[src/rtl/adc_bcd_converter_pkg.sv]
// Shared types and constants for the ADC sample to BCD converter.
package adc_bcd_pkg;
    typedef enum logic [1:0] {
        IDLE  = 2'd0,
        SHIFT = 2'd1,
        DONE  = 2'd2
    } state_t;

    localparam int         DEF_DATA_W = 12;
    localparam int         DEF_DIGITS = 4;
    localparam int         CNT_W      = $clog2(DEF_DATA_W + 1);
    localparam logic [3:0] ADD3_TH    = 4'd5;
    localparam int         AVG_DEPTH  = 4;
endpackage

[src/rtl/adc_bcd_converter_bcd_add3.sv]
// Double-dabble digit corrector: adds 3 to a BCD digit of 5 or more, combinational.
module bcd_add3
    import adc_bcd_pkg::*;
(
    input  logic [3:0] i_dig,
    output logic [3:0] o_dig
);
    assign o_dig = (i_dig >= ADD3_TH) ? (i_dig + 4'd3) : i_dig;
endmodule

[src/rtl/adc_bcd_converter.sv]
// Converts each rising-edge-qualified ADC sample to 4 BCD digits, one bit per clock; done DATA_W+1 cycles after capture.
// No backpressure: start edges while busy are dropped. ADC_BCD_AVG_EN converts the mean of every 4 accepted samples.
module adc_bcd_converter
    import adc_bcd_pkg::*;
#(
    parameter int DATA_W = DEF_DATA_W,
    parameter int DIGITS = DEF_DIGITS
) (
    input  logic              clk,
    input  logic              rst_n,
    input  logic [DATA_W-1:0] i_data,
    input  logic              i_data_valid,
    output logic [3:0]        o_ones,
    output logic [3:0]        o_tens,
    output logic [3:0]        o_hundreds,
    output logic [3:0]        o_thousands,
    output logic              o_busy,
    output logic              o_done
);
    localparam int CW = $clog2(DATA_W + 1);
    localparam int BW = 4 * DIGITS;

    state_t            state_q, state_d;
    logic [DATA_W-1:0] sr_q, sr_d;
    logic [BW-1:0]     scr_q, scr_d;
    logic [BW-1:0]     out_q, out_d;
    logic [CW-1:0]     cnt_q, cnt_d;
    logic              vld_prev_q;
    logic              busy_q, busy_d;
    logic              done_q, done_d;

    logic [BW-1:0]     scr_adj;
    logic [BW-1:0]     shift_bcd;
    logic [DATA_W-1:0] shift_sr;
    logic              start;
    logic              load;
    logic [DATA_W-1:0] load_dat;

    assign start = i_data_valid & ~vld_prev_q & (state_q == IDLE);

    for (genvar g = 0; g < DIGITS; g++) begin : g_add3
        bcd_add3 u_add3 (
            .i_dig (scr_q[4*g +: 4]),
            .o_dig (scr_adj[4*g +: 4])
        );
    end

    assign shift_bcd = {scr_adj[BW-2:0], sr_q[DATA_W-1]};
    assign shift_sr  = {sr_q[DATA_W-2:0], 1'b0};

`ifdef ADC_BCD_AVG_EN
    localparam int AW     = DATA_W + 2;
    localparam int AVG_SH = $clog2(AVG_DEPTH);

    logic [AW-1:0]     acc_q, acc_d, acc_sum;
    logic [AVG_SH-1:0] navg_q, navg_d;

    // Only edges that would start a conversion count toward the average.
    always_comb begin
        acc_sum  = acc_q + AW'(i_data);
        acc_d    = acc_q;
        navg_d   = navg_q;
        load     = 1'b0;
        load_dat = acc_sum[AVG_SH +: DATA_W];
        if (start) begin
            if (navg_q == AVG_SH'(AVG_DEPTH - 1)) begin
                acc_d  = '0;
                navg_d = '0;
                load   = 1'b1;
            end else begin
                acc_d  = acc_sum;
                navg_d = navg_q + AVG_SH'(1);
            end
        end
    end

    always_ff @(posedge clk or negedge rst_n) begin
        if (!rst_n) begin
            acc_q  <= '0;
            navg_q <= '0;
        end else begin
            acc_q  <= acc_d;
            navg_q <= navg_d;
        end
    end
`else
    assign load     = start;
    assign load_dat = i_data;
`endif

    // The final shift result goes straight to the output register so the
    // digits and o_done appear together while the FSM sits in DONE.
    always_comb begin
        state_d = state_q;
        sr_d    = sr_q;
        scr_d   = scr_q;
        cnt_d   = cnt_q;
        out_d   = out_q;
        busy_d  = busy_q;
        done_d  = 1'b0;
        case (state_q)
            IDLE: begin
                if (load) begin
                    sr_d    = load_dat;
                    scr_d   = '0;
                    cnt_d   = CW'(DATA_W);
                    busy_d  = 1'b1;
                    state_d = SHIFT;
                end
            end
            SHIFT: begin
                sr_d  = shift_sr;
                scr_d = shift_bcd;
                cnt_d = cnt_q - CW'(1);
                if (cnt_q == CW'(1)) begin
                    out_d   = shift_bcd;
                    done_d  = 1'b1;
                    state_d = DONE;
                end
            end
            DONE: begin
                busy_d  = 1'b0;
                state_d = IDLE;
            end
            default: begin
                busy_d  = 1'b0;
                state_d = IDLE;
            end
        endcase
    end

    always_ff @(posedge clk or negedge rst_n) begin
        if (!rst_n) begin
            state_q    <= IDLE;
            sr_q       <= '0;
            scr_q      <= '0;
            out_q      <= '0;
            cnt_q      <= '0;
            vld_prev_q <= 1'b0;
            busy_q     <= 1'b0;
            done_q     <= 1'b0;
        end else begin
            state_q    <= state_d;
            sr_q       <= sr_d;
            scr_q      <= scr_d;
            out_q      <= out_d;
            cnt_q      <= cnt_d;
            vld_prev_q <= i_data_valid;
            busy_q     <= busy_d;
            done_q     <= done_d;
        end
    end

    assign o_ones      = out_q[3:0];
    assign o_tens      = out_q[7:4];
    assign o_hundreds  = out_q[11:8];
    assign o_thousands = out_q[15:12];
    assign o_busy      = busy_q;
    assign o_done      = done_q;
endmodule

[config.mk]
export PLATFORM = sky130hd
export DESIGN_NAME = adc_bcd_converter
export DESIGN_NICKNAME = d
export VERILOG_FILES = /design/src/rtl/adc_bcd_converter_pkg.sv /design/src/rtl/adc_bcd_converter_bcd_add3.sv /design/src/rtl/adc_bcd_converter.sv
export SDC_FILE = /design/constraint.sdc
export NUM_CORES = 1
export LEC_CHECK = 0
export ABC_CLOCK_PERIOD_IN_PS = 2250
export CORE_UTILIZATION = 54
export CTS_BUF_LIST = sky130_fd_sc_hd__clkbuf_4 sky130_fd_sc_hd__clkbuf_8 sky130_fd_sc_hd__clkbuf_16
export DETAILED_ROUTE_END_ITERATION = 7
export GPL_ROUTABILITY_DRIVEN = 0
export PLACE_DENSITY = 0.78
export SYNTH_ARGS = -nofsm -noshare
export SYNTH_HDL_FRONTEND = slang
export SYNTH_SLANG_ARGS = --single-unit
[constraint.sdc]
create_clock -name clk -period 2.25 [get_ports clk]
set_clock_uncertainty 0.1 [all_clocks]
set_input_delay 0.5625 -clock clk [delete_from_list [all_inputs] [get_ports clk]]
set_output_delay 0.5625 -clock clk [all_outputs]
set_load 0.05 [all_outputs]
==> metrics.md <==
| Metric | Value |
|---|---|
| Status | `complete, no violations` |
| CP Capture Type | `primary output` |
| Core area | `around 4400 um^2` |
| WS Path Type | `reg2out` |
| Sink Count | `53` |
| Max Root-Sink Buffers | `2` |
| First-pass GRT wire length | `8.024 mm` |
| Die width | `around 70 um` |
| Max Clock Freq | `approximately 0.46 GHz` |
| Distinct cell type count after synthesis | `29` |
| Worst-Margin Slew | `around 0.52 ns` |
| Synthesis-stage register bit count | `between 50 and 60` |
| Syn Inst Count | `roughly 240` |
| Initial Util | `around 56%` |
| CP peak stage delay | `between 0.8 and 0.9 ns` |
| Ports | `33` |
| Sequential fraction of the synthesis area | `a little over half` |
| Slew headroom | `around two thirds` |
| Delay-heaviest family, CP | `buffers and inverters` |
| GRT overflow | `0` |
| Crit path time final | `between 2 and 2.5 ns` |
| Final layout net count | `~300` |
| Worst path arrival time | `approximately 1.5 ns` |
| Top post-synthesis cells by area | `dfrtp_1 (54%), o21ai_0 (7.3%), mux2i_1 (5.7%)` |
| Total Neg Setup Slack | `0 ns` |
| Syn_area_per_cell | `roughly 10 um^2` |
| Pin count of the biggest net entering global routing | `33` |
| Worst r2r path cells | `6` |
| RSZ-0062 raised after global routing | `false` |
| Crit path buf inv count | `1` |
| Startpoint Class | `register` |
| Leakage | `around 1.4 nW` |
| Final wirelength | `about 4.6 mm` |
| Drt initial violations | `110` |
| Row count | `24` |
| Fin crit share | `a little over nine tenths` |
| Syn_nets | `approximately 260` |
| DRC | `0` |
| Die area | `slightly below 5000 um^2` |
| Synth top area share | `a little over half` |
| Critical Path Stages | `1` |
| First drt pass iteration count | `4` |
| Post_cts resized | `0` |
| Yosys warns | `0` |
| Post-Layout Cell Count | `~330` |
| DP Cell Count | `between 300 and 400` |
| Height of the die | `69.68 um` |
| Worst-path clk slew | `~0.10 ns` |
| Maximum VDD drop | `between 600 and 700 uV` |
| Critical Path RT | `approximately 1.6 ns` |
| H-tree lvl count | `2` |
| Endpoints failing setup | `0` |
| Hold Vio Cnt, Final | `0` |
| Leading area contributor after synthesis | `dfrtp_1` |
| Hold-fix buffer count after cts | `0` |
| Post-DP HPWL | `approximately 3.2 mm` |
| CP max stage cell | `clkdlybuf4s50_1` |
| Area of the mapped netlist | `about 2500 um^2` |
| Routed len/inst | `between 10 and 15 um` |
| Post-CTS Setup Inserts | `0` |
| Worst-skew pair later-pin latency | `between 0.3 and 0.4 ns` |
| Commonest cells after routing, fill and taps aside | `dfrtp_1 (53), o21ai_0 (36), nand2_1 (34)` |
| Initial antenna violation count | `0` |
| Pwr/cell area | `roughly 1600 nW/um^2` |
| DR vias | `1,748` |
| CTS tree | `done` |
| CTS Root Cell | `clkbuf_8` |
| TritonCTS Buffers | `5` |
| Max FO, Critical Path | `2` |
| Share of cells above drive strength 1 | `a little under a tenth` |
| Routed vias/inst | `~5.4` |
| Slew Viols, Final | `0` |
| I/O Buffers | `32` |
| Vias in the first global route | `between 1,500 and 2,000` |
| N_diodes | `0` |
| Worst path cell trace | `clkdlybuf4s50_1` |
| Commonest non-fill, non-tap cell in the layout | `dfrtp_1` |
| Max-capacitance violation count | `0` |
| HP Class | `in2async` |
| Tot GR Track Use | `between 20% and 30%` |
| Synth-to-Final Area Change | `20.74%` |
| Detail Route Antenna Nets | `0` |
[final timing paths]
| check | end | from | slack, ns |
|---|---|---|---|
| worst min register to register | out_q[3] | out_q[3] | 0.38 |
| max in group asynchronous | o_done | rst_n | 1.40 |
| worst max register to register | out_q[2] | scr_q[0] | 0.43 |
| worst min-delay path | out_q[11] | rst_n | 0.10 |
| worst max-delay path | o_ones[2] | out_q[2] | 0.08 |
| min in group clk | out_q[3] | out_q[3] | 0.38 |
[cell usage after synthesis, drive strengths merged]
| cell | instances |
|---|---|
| a21o | 1 |
| a21oi | 12 |
| a222oi | 2 |
| a22o | 7 |
| and2 | 1 |
| buf | 7 |
| clkbuf | 4 |
| dfrtp | 53 |
| ha | 10 |
| inv | 17 |
| mux2 | 5 |
| mux2i | 14 |
| nand2 | 35 |
| nand2b | 5 |
| nand3 | 5 |
| nor2 | 1 |
| nor2b | 1 |
| nor3 | 5 |
| nor3b | 8 |
| nor4 | 1 |
| o21ai | 36 |
| or2b | 1 |
| or3 | 2 |
| xnor2 | 4 |
[per-stage QoR]
stage	utilization, %	cell area [um^2]	worst slack, ns	power [mW]	hold slack, ns
after floorplan	-	2474	0.6511	3.471	0.1669
after global placement	65.07	2853	0.1830	4.055	0.3596
after detailed placement	65.07	2853	0.07449	4.160	0.3666
after CTS	68.12	2987	0.06592	4.926	0.1257
after global routing	68.12	2987	0.03736	5.256	0.1339
final	68.12	2987	0.07954	4.888	0.1028
[logic make-up (layout without fill, tap and decap cells)]
| logic type | after synthesis | count (layout) | synth area share, % |
|---|---|---|---|
| AOI/OAI and AO/OA | 58 | 58 | 13.45 |
| xor gates and xnor gates | 4 | 4 | 1.416 |
| adders and majority gates | 10 | 10 | 5.058 |
| buffers and inverters | 28 | 64 | 5.361 |
| DFF | 53 | 53 | 53.62 |
| muxes | 19 | 19 | 7.941 |
| and+or+nand+nor | 65 | 65 | 13.15 |
[state kept, by name, indices dropped and copies added (netlist names)]
signal	count
o_busy	1
scr_q	16
vld_prev_q	1
sr_q	12
o_done	1
out_q	16
state_q	2
cnt_q	4
[layout make-up]
type	instances	area, um^2
fillers	351	1398
clock inverters	3	65.06
clock buffers	5	68.82
repair buffers	39	380.4
well taps	52	65.06
multi-input cells	156	1017
inverters	17	63.81
flip-flops and latches	53	1326
[power breakdown]
group / internal [mW] / switching [mW]
logic: 0.962 / 1.46
registers: 1.39 / 0.325
clock network: 0.442 / 0.317
[layer usage]
metal / track usage [%] / up-vias / wire length (um)
met5: 0 / - / 0
met1: 27.00 / 822 / 2103
met4: 7.778 / 0 / 104
met3: 5.669 / 12 / 188
li1: - / 875 / -
met2: 34.52 / 39 / 2223
No activity file was read; power rests on OpenSTA's default activity.
